### src/rtl/eco32f_div_ctrl.sv
// eco32f_div_ctrl: sequencer for the iterative 32-bit divide/remainder unit
// in the execute stage. It runs a radix-2 restoring divide over 32 cycles on
// operand magnitudes, applies the signed fix-up, and returns the quotient or
// the remainder.
//
// Ports:
//   clk, rst_n         clock, asynchronous active-low reset
//   ex_op_div/ex_op_rem DIV-class / REM-class op present in EX
//   ex_signed_div      operands and result are two's complement
//   ex_flush           kill the EX instruction (aborts any divide in flight)
//   ex_stall_ext       stall from other stages; holds the DONE result
//   ex_x, ex_y         dividend, divisor
//   div_stall          EX must hold while the divide is in progress
//   div_valid          div_result valid this cycle
//   div_result         quotient (div) or remainder (rem)
//   exc_div_zero       divide-by-zero exception
//
// Build option: define ECO32F_DIV_ZERO_EXC_EN to make a zero divisor finish
// immediately with div_result=0 and exc_div_zero=1. Without it, a zero
// divisor runs the full iteration and exc_div_zero is tied low.
module eco32f_div_ctrl (
  input  logic        clk,
  input  logic        rst_n,
  input  logic        ex_op_div,
  input  logic        ex_op_rem,
  input  logic        ex_signed_div,
  input  logic        ex_flush,
  input  logic        ex_stall_ext,
  input  logic [31:0] ex_x,
  input  logic [31:0] ex_y,
  output logic        div_stall,
  output logic        div_valid,
  output logic [31:0] div_result,
  output logic        exc_div_zero
);

  typedef enum logic [2:0] {
    S_IDLE,
    S_PREP,
    S_ITER,
    S_FIX,
    S_DONE
  } state_e;

  state_e      state_q, state_d;
  logic [4:0]  cnt_q, cnt_d;
  logic [31:0] x_q, x_d;        // original dividend
  logic [31:0] b_q, b_d;        // divisor, replaced by its magnitude in PREP
  logic [31:0] q_q, q_d;
  logic [31:0] r_q, r_d;
  logic [31:0] result_q, result_d;
  logic        sx_q, sx_d;
  logic        sy_q, sy_d;
  logic        rem_q, rem_d;
`ifdef ECO32F_DIV_ZERO_EXC_EN
  logic        exc_q, exc_d;
`endif

  logic        start;
  logic [32:0] r_sh;
  logic [32:0] diff;
  logic        fits;

  assign start = (ex_op_div | ex_op_rem) & (state_q == S_IDLE) & ~ex_flush;

  // One restoring step. r stays below b (< 2^32), so the shifted partial
  // remainder fits in 33 bits and bit 32 of the difference is the borrow.
  assign r_sh = {r_q, q_q[31]};
  assign diff = r_sh - {1'b0, b_q};
  assign fits = ~diff[32];

  always_comb begin
    state_d  = state_q;
    cnt_d    = cnt_q;
    x_d      = x_q;
    b_d      = b_q;
    q_d      = q_q;
    r_d      = r_q;
    result_d = result_q;
    sx_d     = sx_q;
    sy_d     = sy_q;
    rem_d    = rem_q;
`ifdef ECO32F_DIV_ZERO_EXC_EN
    exc_d    = exc_q;
`endif

    case (state_q)
      S_IDLE: begin
        if (start) begin
          state_d = S_PREP;
          x_d     = ex_x;
          b_d     = ex_y;
          sx_d    = ex_x[31] & ex_signed_div;
          sy_d    = ex_y[31] & ex_signed_div;
          rem_d   = ex_op_rem;
        end
      end
      S_PREP: begin
        q_d   = sx_q ? -x_q : x_q;
        b_d   = sy_q ? -b_q : b_q;
        r_d   = '0;
        cnt_d = 5'd31;
`ifdef ECO32F_DIV_ZERO_EXC_EN
        if (b_d == '0) begin
          state_d  = S_DONE;
          result_d = '0;
          exc_d    = 1'b1;
        end else begin
          state_d = S_ITER;
        end
`else
        state_d = S_ITER;
`endif
      end
      S_ITER: begin
        r_d   = fits ? diff[31:0] : r_sh[31:0];
        q_d   = {q_q[30:0], fits};
        cnt_d = cnt_q - 5'd1;
        if (cnt_q == 5'd0) state_d = S_FIX;
      end
      S_FIX: begin
`ifndef ECO32F_DIV_ZERO_EXC_EN
        // Zero divisor: iteration leaves q all ones; skip the sign fix-up
        // and hand back the untouched dividend as the remainder.
        if (b_q == '0)
          result_d = rem_q ? x_q : q_q;
        else
`endif
          result_d = rem_q ? (sx_q ? -r_q : r_q)
                           : ((sx_q ^ sy_q) ? -q_q : q_q);
        state_d = S_DONE;
      end
      S_DONE: begin
        if (!ex_stall_ext) begin
          state_d = S_IDLE;
`ifdef ECO32F_DIV_ZERO_EXC_EN
          exc_d   = 1'b0;
`endif
        end
      end
      default: state_d = S_IDLE;
    endcase

    // Flush wins over start and over the DONE hold.
    if (ex_flush) begin
      state_d = S_IDLE;
`ifdef ECO32F_DIV_ZERO_EXC_EN
      exc_d   = 1'b0;
`endif
    end
  end

  always_ff @(posedge clk or negedge rst_n) begin
    if (!rst_n) begin
      state_q  <= S_IDLE;
      cnt_q    <= '0;
      x_q      <= '0;
      b_q      <= '0;
      q_q      <= '0;
      r_q      <= '0;
      result_q <= '0;
      sx_q     <= 1'b0;
      sy_q     <= 1'b0;
      rem_q    <= 1'b0;
`ifdef ECO32F_DIV_ZERO_EXC_EN
      exc_q    <= 1'b0;
`endif
    end else begin
      state_q  <= state_d;
      cnt_q    <= cnt_d;
      x_q      <= x_d;
      b_q      <= b_d;
      q_q      <= q_d;
      r_q      <= r_d;
      result_q <= result_d;
      sx_q     <= sx_d;
      sy_q     <= sy_d;
      rem_q    <= rem_d;
`ifdef ECO32F_DIV_ZERO_EXC_EN
      exc_q    <= exc_d;
`endif
    end
  end

  assign div_stall  = start | (state_q == S_PREP) | (state_q == S_ITER) |
                      (state_q == S_FIX);
  assign div_valid  = (state_q == S_DONE) & ~ex_flush;
  assign div_result = result_q;
`ifdef ECO32F_DIV_ZERO_EXC_EN
  assign exc_div_zero = exc_q & div_valid;
`else
  assign exc_div_zero = 1'b0;
`endif

endmodule

### config.mk
export PLATFORM = sky130hd
export DESIGN_NAME = eco32f_div_ctrl
export DESIGN_NICKNAME = d
export VERILOG_FILES = /design/src/rtl/eco32f_div_ctrl.sv
export SDC_FILE = /design/constraint.sdc
export NUM_CORES = 1
export LEC_CHECK = 0
export ABC_CLOCK_PERIOD_IN_PS = 7600
export BUFFER_PORTS_ARGS = -buffer_cell sky130_fd_sc_hd__buf_2
export CORE_ASPECT_RATIO = 0.75
export CORE_MARGIN = 3
export CORE_UTILIZATION = 50
export CTS_CLUSTER_SIZE = 14
export DETAILED_ROUTE_END_ITERATION = 8
export GPL_ROUTABILITY_DRIVEN = 0
export GPL_TIMING_DRIVEN = 0
export PLACE_DENSITY_LB_ADDON = 0.08
export SLEW_MARGIN = 5
export SYNTH_ARGS = -nofsm -noshare
export SYNTH_HDL_FRONTEND = slang
export SYNTH_SLANG_ARGS = --single-unit
### constraint.sdc
create_clock -name clk -period 7.6 [get_ports clk]
set_input_delay 0 -clock clk [delete_from_list [all_inputs] [get_ports clk]]
set_output_delay 0 -clock clk [all_outputs]
set_load 0.005 [all_outputs]
* Word-level counts from Yosys, hierarchy flattened
Index checks and enable logic that the tools add are counted.
** Storage, ports and cells
- Register bits after elaboration :: 171
- Bits in latches :: 0
- Bits in writable memories :: 0
- ROM bits :: 0
- Input port bits :: 71
- Output and inout port bits :: 35
- Word-level logic and storage cells :: 63
- Memories kept :: 0
** Cells by class
- $add $sub $neg :: 6
- $mul :: 0
- Div/mod/pow operators :: 0
- Magnitude comparators :: 0
- Eq/ne operators :: 9
- Shift-type cells :: 0
- Muxes and demuxes :: 18
- Bitwise operators :: 12
- Reductions and logical operators :: 8
** Operator list (count)
- $mux 32 :: 9
- $pmux 32 s2 :: 3
- $neg 32->32 :: 4
- $sub 33x32->33 :: 1
- $logic_not 32->1 :: 1
- $pmux 3 s5 :: 1
- $mux 3 :: 4
- $pmux 5 s2 :: 1
- $ne 3x3->1 const B :: 3
- $eq 3x2->1 const B :: 2
- $reduce_and 3->1 :: 2
- $and 1x1->1 :: 5
- $logic_not 5->1 :: 1
- $sub 5x1->5 const B :: 1
- $ne 2x2->1 const B :: 2
- $or 1x1->1 :: 4
- $reduce_bool 2->1 :: 2
- $eq 3x1->1 const B :: 1
- $eq 3x3->1 const B :: 1
- $logic_not 3->1 :: 1
- $not 1->1 :: 2
- $reduce_and 2->1 :: 1
- $xor 1x1->1 :: 1

* Depth between registers and ports, before layout
Gate-level depths: netlist of the first run.
- Depth after elaboration :: 6
- Depth in mapped cells :: 13

* Worst setup path after synthesis of the first run
Ideal clock, no wire load.
- Path type :: reg2reg
- From :: reg b_q[0]
- To :: reg r_q[24]
- Library setup time :: 133 ps
- Arrival time :: 2947 ps
- Data required time :: 7467 ps
- Path slack :: 4520 ps
- Stages on the path, launching flop included :: 13
- Path buffers :: 1
- Clock period less this slack :: 3080 ps
- Cells stage by stage :: dfrtp_1 -> ha_1 -> fa_1 -> nand2b_1 -> a21oi_1 -> o211ai_1 -> a31o_2 -> a21o_1 -> a31oi_1 -> xor2_1 -> clkbuf_1 -> mux2i_1 -> o21ai_0
** Between the ends
- Cells in the longest elaborated chain, start to end :: 3
** RTL lines
- start: declaration :: line 48 : logic [31:0] b_q, b_d;
- start signal: assignment :: line 158 : b_q <= '0;
- start signal: assignment :: line 172 : b_q <= b_d;
- $sub 33x32->33 :: line 69 : assign diff = r_sh - {1'b0, b_q};
- $mux 32 :: line 116 : r_d = fits ? diff[31:0] : r_sh[31:0];
- $pmux 32 s2 :: line 87 : case (state_q)
- end signal: assignment :: line 174 : r_q <= r_d;
- end: declaration :: line 50 : logic [31:0] r_q, r_d;
No other way between the ends.
A chain may end at the register's enable or synchronous reset.

* Worst setup path after layout of the first run
- From :: reg q_q[31]
- To :: reg r_q[24]
** Between the ends
- Cells in the longest elaborated chain, start to end :: 3
** RTL lines
- start: declaration :: line 49 : logic [31:0] q_q, q_d;
- start signal: assignment :: line 173 : q_q <= q_d;
- $sub 33x32->33 :: line 69
- $mux 32 :: line 116
- $pmux 32 s2 :: line 87
No other way between the ends.

==> results_dict.tcl, run 1 <==
set metrics [dict create \
    cp-start-kind "flop" \
    rr_endpoint "r_q[24]" \
    cts_tree "done" \
    synth_cells 1404 \
    area_growth_pct 19.5 \
    routedWlPerCell_um 21.3 \
    yosysUniqueCellTypes 70 \
    design_area_mm2 0.0142 \
    wirelength_um 40800 \
    nets 1709 \
    drtIter0Drc 1400 \
    syn-num-nets 1514 \
    slowest_stage "clkbuf_1" \
    critical_path_class "flop to flop" \
    ir_drop_mv 0.250 \
    die_y_um 139 \
    ys.flop_type "dfrtp_1" \
    period_share_pct 59.5 \
    yosys_warnings 0 \
    worst_pin_slew_ns 1.17 \
    maxCapViolations 0 \
    ff2ff_setup_slack_ns 3.08 \
    timing.max_slew.rel_slack_pct 21.3 \
    drcViolationCount 0 \
    crit_fanout 10 \
    p_comb_share_pct 44.8 \
    ys_seq_elements 171 \
    endpoint_kind "flop" \
    pre_cts_ws_ns 3.39 \
    dp.cells 1809 \
    drv_slew 0 \
    hpwl_um 30200 \
    clockRootBuffer "clkbuf_16" \
    die_area_mm2 0.0256 \
    cts-resized-gates 0 \
    cts_buffers 17 \
    ant_nets 0 \
    stdcell_count 1912 \
    grt_max_degree 91 \
    finalHoldViolations 0 \
    outcome "complete, no violations" \
    power_density_mw_per_mm2 340 \
    p_sw_mw 2.14 \
    fin_worst_skew_ns 0.0147 \
    required_ns 7.89 \
    h-tree-depth 4 \
    p_leak_nw 6.13 \
    path_clk_slew_ns 0.06 \
    die_x_um 184 \
    clkLatencyLatePin_ns 0.45 \
    p_sw_share_pct 44.4 \
    r2r_start "q_q[31]" \
    synth_area_per_cell_um2 8.45 \
    synth_edf_count 0 \
    rsz0062_at_grt "no" \
    via_per_inst 6.25 \
    yosysSeqAreaShare_pct 36.1 \
    antenna_found_initial 0 \
    diodes 0 \
    intPower_mw 2.68 \
    fin_setup_tns_ns 0 \
    r2r_cells 13 \
    coreArea_mm2 0.0232 \
    critPathMaxStageDelay_ns 0.73 \
    drtPass1Iterations 6 \
    yosys-top-cells-area "dfrtp_1 (36%), o21ai_0 (6.2%), a21oi_1 (5.5%)" \
    syn_area_mm2 0.0119 \
    fp-row-count 48 \
    grt-ovfl-total 0 \
    place_area_mm2 0.0128 \
    hold_ws_ns 0.159 \
    setup_violations 0 \
    clock_path_buffers 2 \
    netlist.top_cell.by_area "dfrtp_1" \
    grt_pass1_vias 11287 \
    portBuffers 104 \
    arrival_ns 4.81 \
    clock_sinks 171 \
    crit_chain "inv_1 > ha_1 > fa_1 > nand2b_1 > a21oi_1 > o211ai_1 > a31o_2 > a21o_1 > a31oi_1 > xor2_1 > clkbuf_1 > mux2i_1 > o21ai_0" \
    hold_path_class "input pin to async pin" \
    grt_pass1_wl_um 63800 \
    io_pins 106 \
    vias 11956 \
    netlist.area_leader.share_pct 36.1 \
    initial_core_util_pct 51.2 \
    fmax_ghz 0.221 \
    async_flop_share_pct 100 \
    p_total_mw 4.82 \
    drive_gt1_share_pct 11.7 \
    grt_usage_pct 31.8 \
    post-route-util_pct 61.1 \
    timing.final.crit_period_ns 4.52 \
    power_frac_seq_pct 34.6 \
    p_clk_share_pct 20.5 \
    fin_ws_ns 3.08 \
]
## cells in the mapped netlist, drive strengths merged (5+ instances only)
| master | number |
|---|---|
| a211oi | 21 |
| a21boi | 5 |
| a21o | 18 |
| a21oi | 130 |
| a22oi | 41 |
| a31oi | 14 |
| and2 | 6 |
| and3 | 6 |
| buf | 9 |
| clkbuf | 71 |
| dfrtp | 171 |
| ha | 38 |
| inv | 58 |
| mux2 | 36 |
| mux2i | 28 |
| nand2 | 121 |
| nand2b | 15 |
| nand3 | 29 |
| nand3b | 5 |
| nand4 | 10 |
| nand4b | 5 |
| nor2 | 98 |
| nor3 | 38 |
| nor4 | 18 |
| o211ai | 18 |
| o21a | 6 |
| o21ai | 151 |
| o22ai | 18 |
| o31ai | 14 |
| o41ai | 7 |
| or3 | 15 |
| or4 | 14 |
| xnor2 | 54 |
| xor2 | 60 |
## registers in the layout (all words and copies together) (netlist names)
register	count
div_result	32
cnt_q	5
q_q	32
sx_q	1
r_q	32
b_q	32
x_q	32
sy_q	1
state_q	3
rem_q	1
## per-layer routing
metal,routed length (um),vias to the layer above,GRT usage [%]
li1,-,5516,-
met1,18500,5746,47.6
met2,16600,632,44.6
met3,4900,62,10.2
met4,769,0,7.32
met5,0,-,0
## worst max-delay path: cells and delay by family (launching register included)
kind / cells / cell delay, ns
xor+xnor: 1 / 0.61
flops: 1 / 0.35
fa+ha+maj: 2 / 0.62
compound gates: 6 / 1.41
mux: 1 / 0.33
buf+inv: 2 / 0.86
simple gates: 1 / 0.19
## area by class of cell
| type | instances | area [um2] |
|---|---|---|
| fillers | 2077 | 9010 |
| flip-flops and latches | 171 | 4280 |
| repair buffers | 176 | 1270 |
| clock buffers | 23 | 498 |
| clock inverters | 9 | 159 |
| well taps | 300 | 375 |
| multi-input cells | 1095 | 7060 |
| inverters | 58 | 218 |
| plain buffers | 80 | 307 |
## logic make-up after synthesis
logic type | after synthesis | share of synthesized area (%)
AND/OR/NAND/NOR | 395 | 16.2
AO/OA/AOI/OAI | 482 | 24.9
other | 1 | 0.0316
buffers and inverters | 138 | 4.42
flip-flops | 171 | 36.1
adder cells (fa/ha/maj) | 39 | 4.18
multiplexers | 64 | 5.78
XOR/XNOR | 114 | 8.42
## what timing repair did
action / 4_1_cts / 5_1_grt
buffers inserted: 0 / 0
endpoints found under the hold margin: 159 / 0
hold buffers: 71 / 0
## worst max path at each step
| stage | cells past startpoint | start | slack, ns | endpoint |
|---|---|---|---|---|
| floorplan | 12 | b_q[0] | 4.52 | r_q[24] |
| global placement | 13 | q_q[31] | 3.45 | r_q[28] |
| detailed placement | 13 | q_q[31] | 3.39 | r_q[28] |
| CTS | 13 | q_q[31] | 3.25 | r_q[24] |
| global route | 13 | q_q[31] | 2.98 | r_q[24] |
| finish | 13 | q_q[31] | 3.08 | r_q[24] |
## cell usage in the layout (no fill, tap or decap), drive strengths merged, types with 21 or more instances in the layout
cell type / instances
a211oi: 21
a21oi: 130
a22oi: 41
buf: 114
clkbuf: 94
dfrtp: 171
dlygate4sd3: 71
ha: 38
inv: 58
mux2: 36
mux2i: 28
nand2: 121
nand3: 29
nor2: 98
nor3: 38
o21ai: 151
xnor2: 54
xor2: 60
## power by group through the flow
stage	logic [mW]	clock network [mW]	registers, mW
after CTS	2.11	0.995	1.64
after floorplan	1.49	0	1.52
final	2.16	0.989	1.67
after global routing	2.38	1.03	1.71
after detailed placement	2.07	0	1.65
after global placement	2.02	0	1.65
Power figures use the tool's default switching activity.
==> inputs of run 2 (changes only) <==
Settings changed: ABC_CLOCK_PERIOD_IN_PS 7600 to 3680.
Clock period 7.6 ns to 3.68 ns, I/O delays scaled along.
==> run 2 against run 1 <==
Net effect: utilization increased by 0.47 points; clock-buffer cell count unchanged; fmax increased by 26%; wire length increased by 0.39%; non-clock buffer count increased by 3; critical path depth decreased by 3; die area unchanged; critical endpoint is now div_result[31].
==> results_dict.tcl, run 2 (synthesis results as in run 1) <==
set metrics [dict create \
    cts_tree "done" \
    stdcell_count 1915 \
    routedWlPerCell_um 21.4 \
    layout_common_cells "dfrtp_1 (171), o21ai_0 (146), a21oi_1 (129)" \
    fmax_ghz 0.280 \
    power_frac_seq_pct 34.6 \
    h-tree-depth 4 \
    fin_worst_skew_ns 0.0143 \
    drv_slew 0 \
    hold_path_class "input pin to async pin" \
    clkLatencyLatePin_ns 0.45 \
    drtIter0Drc 1507 \
    nets 1712 \
    path_clk_slew_ns 0.07 \
    wirelength_um 41000 \
    worst_pin_slew_ns 1.05 \
    drive_gt1_share_pct 12.7 \
    required_ns 4.05 \
    io_pins 106 \
    multi_input_area_mm2 0.00714 \
    cp-start-kind "flop" \
    ant_nets 0 \
    die_area_mm2 0.0256 \
    fillerInstances 2061 \
    outcome "complete, no violations" \
    clock_path_buffers 2 \
    maxCapViolations 0 \
    period_share_pct 97.1 \
    p_total_mw 10.0 \
    portBuffers 104 \
    intPower_mw 5.54 \
    via_per_inst 6.29 \
    crit_fanout 10 \
    fp-row-count 48 \
    p_leak_nw 6.19 \
    die_y_um 139 \
    drtPass1Iterations 6 \
    finalHoldViolations 0 \
    ir_drop_mv 0.511 \
    area_growth_pct 20.4 \
    clockRootBuffer "clkbuf_16" \
    p_comb_share_pct 45.0 \
    fin_setup_tns_ns 0 \
    coreArea_mm2 0.0232 \
    final_common_cell "dfrtp_1" \
    diodes 0 \
    vias 12043 \
    critical_path_class "flop to flop" \
    grt_pass1_vias 11281 \
    grt_usage_pct 31.8 \
    p_clk_share_pct 20.5 \
    p_sw_mw 4.46 \
    arrival_ns 3.94 \
    hpwl_um 30200 \
    dp.cells 1809 \
    cts_buffers 17 \
    p_sw_share_pct 44.6 \
    setup_violations 0 \
    power_density_mw_per_mm2 701 \
    endpoint_kind "flop" \
    timing.final.crit_period_ns 3.57 \
    drcViolationCount 0 \
    antenna_found_initial 0 \
    grt_pass1_wl_um 63800 \
    clock_sinks 171 \
    initial_core_util_pct 51.2 \
    timing.max_slew.rel_slack_pct 29.8 \
    die_x_um 184 \
    regArea_mm2 0.00428 \
    grt_max_degree 91 \
    grt-ovfl-total 0 \
]
==> run 2: final timing paths <==
kind	depth (start not counted)	slack, ns	from	to
max	10	0.11	b_q[1]	div_result[31]
min	2	0.15	rst_n	cnt_q[2]
max reg2reg	10	0.11	b_q[1]	div_result[31]
min reg2reg	2	0.47	div_result[8]	div_result[8]
max in group asynchronous	3	2.67	rst_n	q_q[26]
min in group clk	3	0.31	ex_x[22]	x_q[22]
==> run 2: worst max-delay path, stage by stage, from the launching register on <==
cell and delay, ns:
dfrtp_1 0.45, inv_1 0.12, ha_1 0.30, nor3b_4 0.32, and4_1 0.32, nand4_1 0.17, or4_1 0.72, clkbuf_1 0.41
a21oi_1 0.38, mux2i_1 0.15, o21ai_0 0.16
==> run 2: stage by stage <==
step                instance area, um2  util (%)  hold WS [ns]  setup slack [ns]
floorplan                        11900         -        -0.296             0.600
global placement                 12800      55.0         0.230            -0.469
detailed placement               12800      55.2        0.0689            -0.526
CTS                              14200      61.3         0.197            0.0370
global route                     14300      61.6         0.213          -0.00951
finish                           14300      61.6         0.154             0.105
==> run 2: routing by layer <==
metal | share of wire (%) | vias to the layer above | wire, um | global-route usage [%]
met5 | 0 | - | 0 | 0
met1 | 45 | 5811 | 18500 | 47.7
li1 | - | 5524 | - | -
met2 | 41 | 653 | 16800 | 44.6
met4 | 1.8 | 0 | 737 | 7.32
met3 | 12 | 55 | 4950 | 10.2
==> run 2: area by class of cell <==
| class | count | share of cell area [%] |
|---|---|---|
| well taps | 300 | 2.63 |
| clock inverters | 9 | 1.11 |
| clock buffers | 23 | 3.49 |
| multi-input cells | 1095 | 50.0 |
| inverters | 58 | 1.52 |
| plain buffers | 79 | 2.20 |
| repair buffers | 180 | 9.10 |
| flip-flops and latches | 171 | 30.0 |
==> run 2: what timing repair did <==
action                                 CTS  global route
endpoints found under the hold margin  159             0
pin swaps                                1             2
gates resized for setup                 10            12
setup endpoints to repair               57            61
hold buffers                            71             0
setup buffers                            2             2
==> run 2: power groups by stage <==
stage	sequential, mW	clock (mW)	combinational, mW
after floorplan	3.14	0	3.08
after global placement	3.40	0	4.18
after detailed placement	3.41	0	4.27
after CTS	3.40	2.05	4.36
after global routing	3.54	2.12	4.94
final	3.46	2.05	4.50
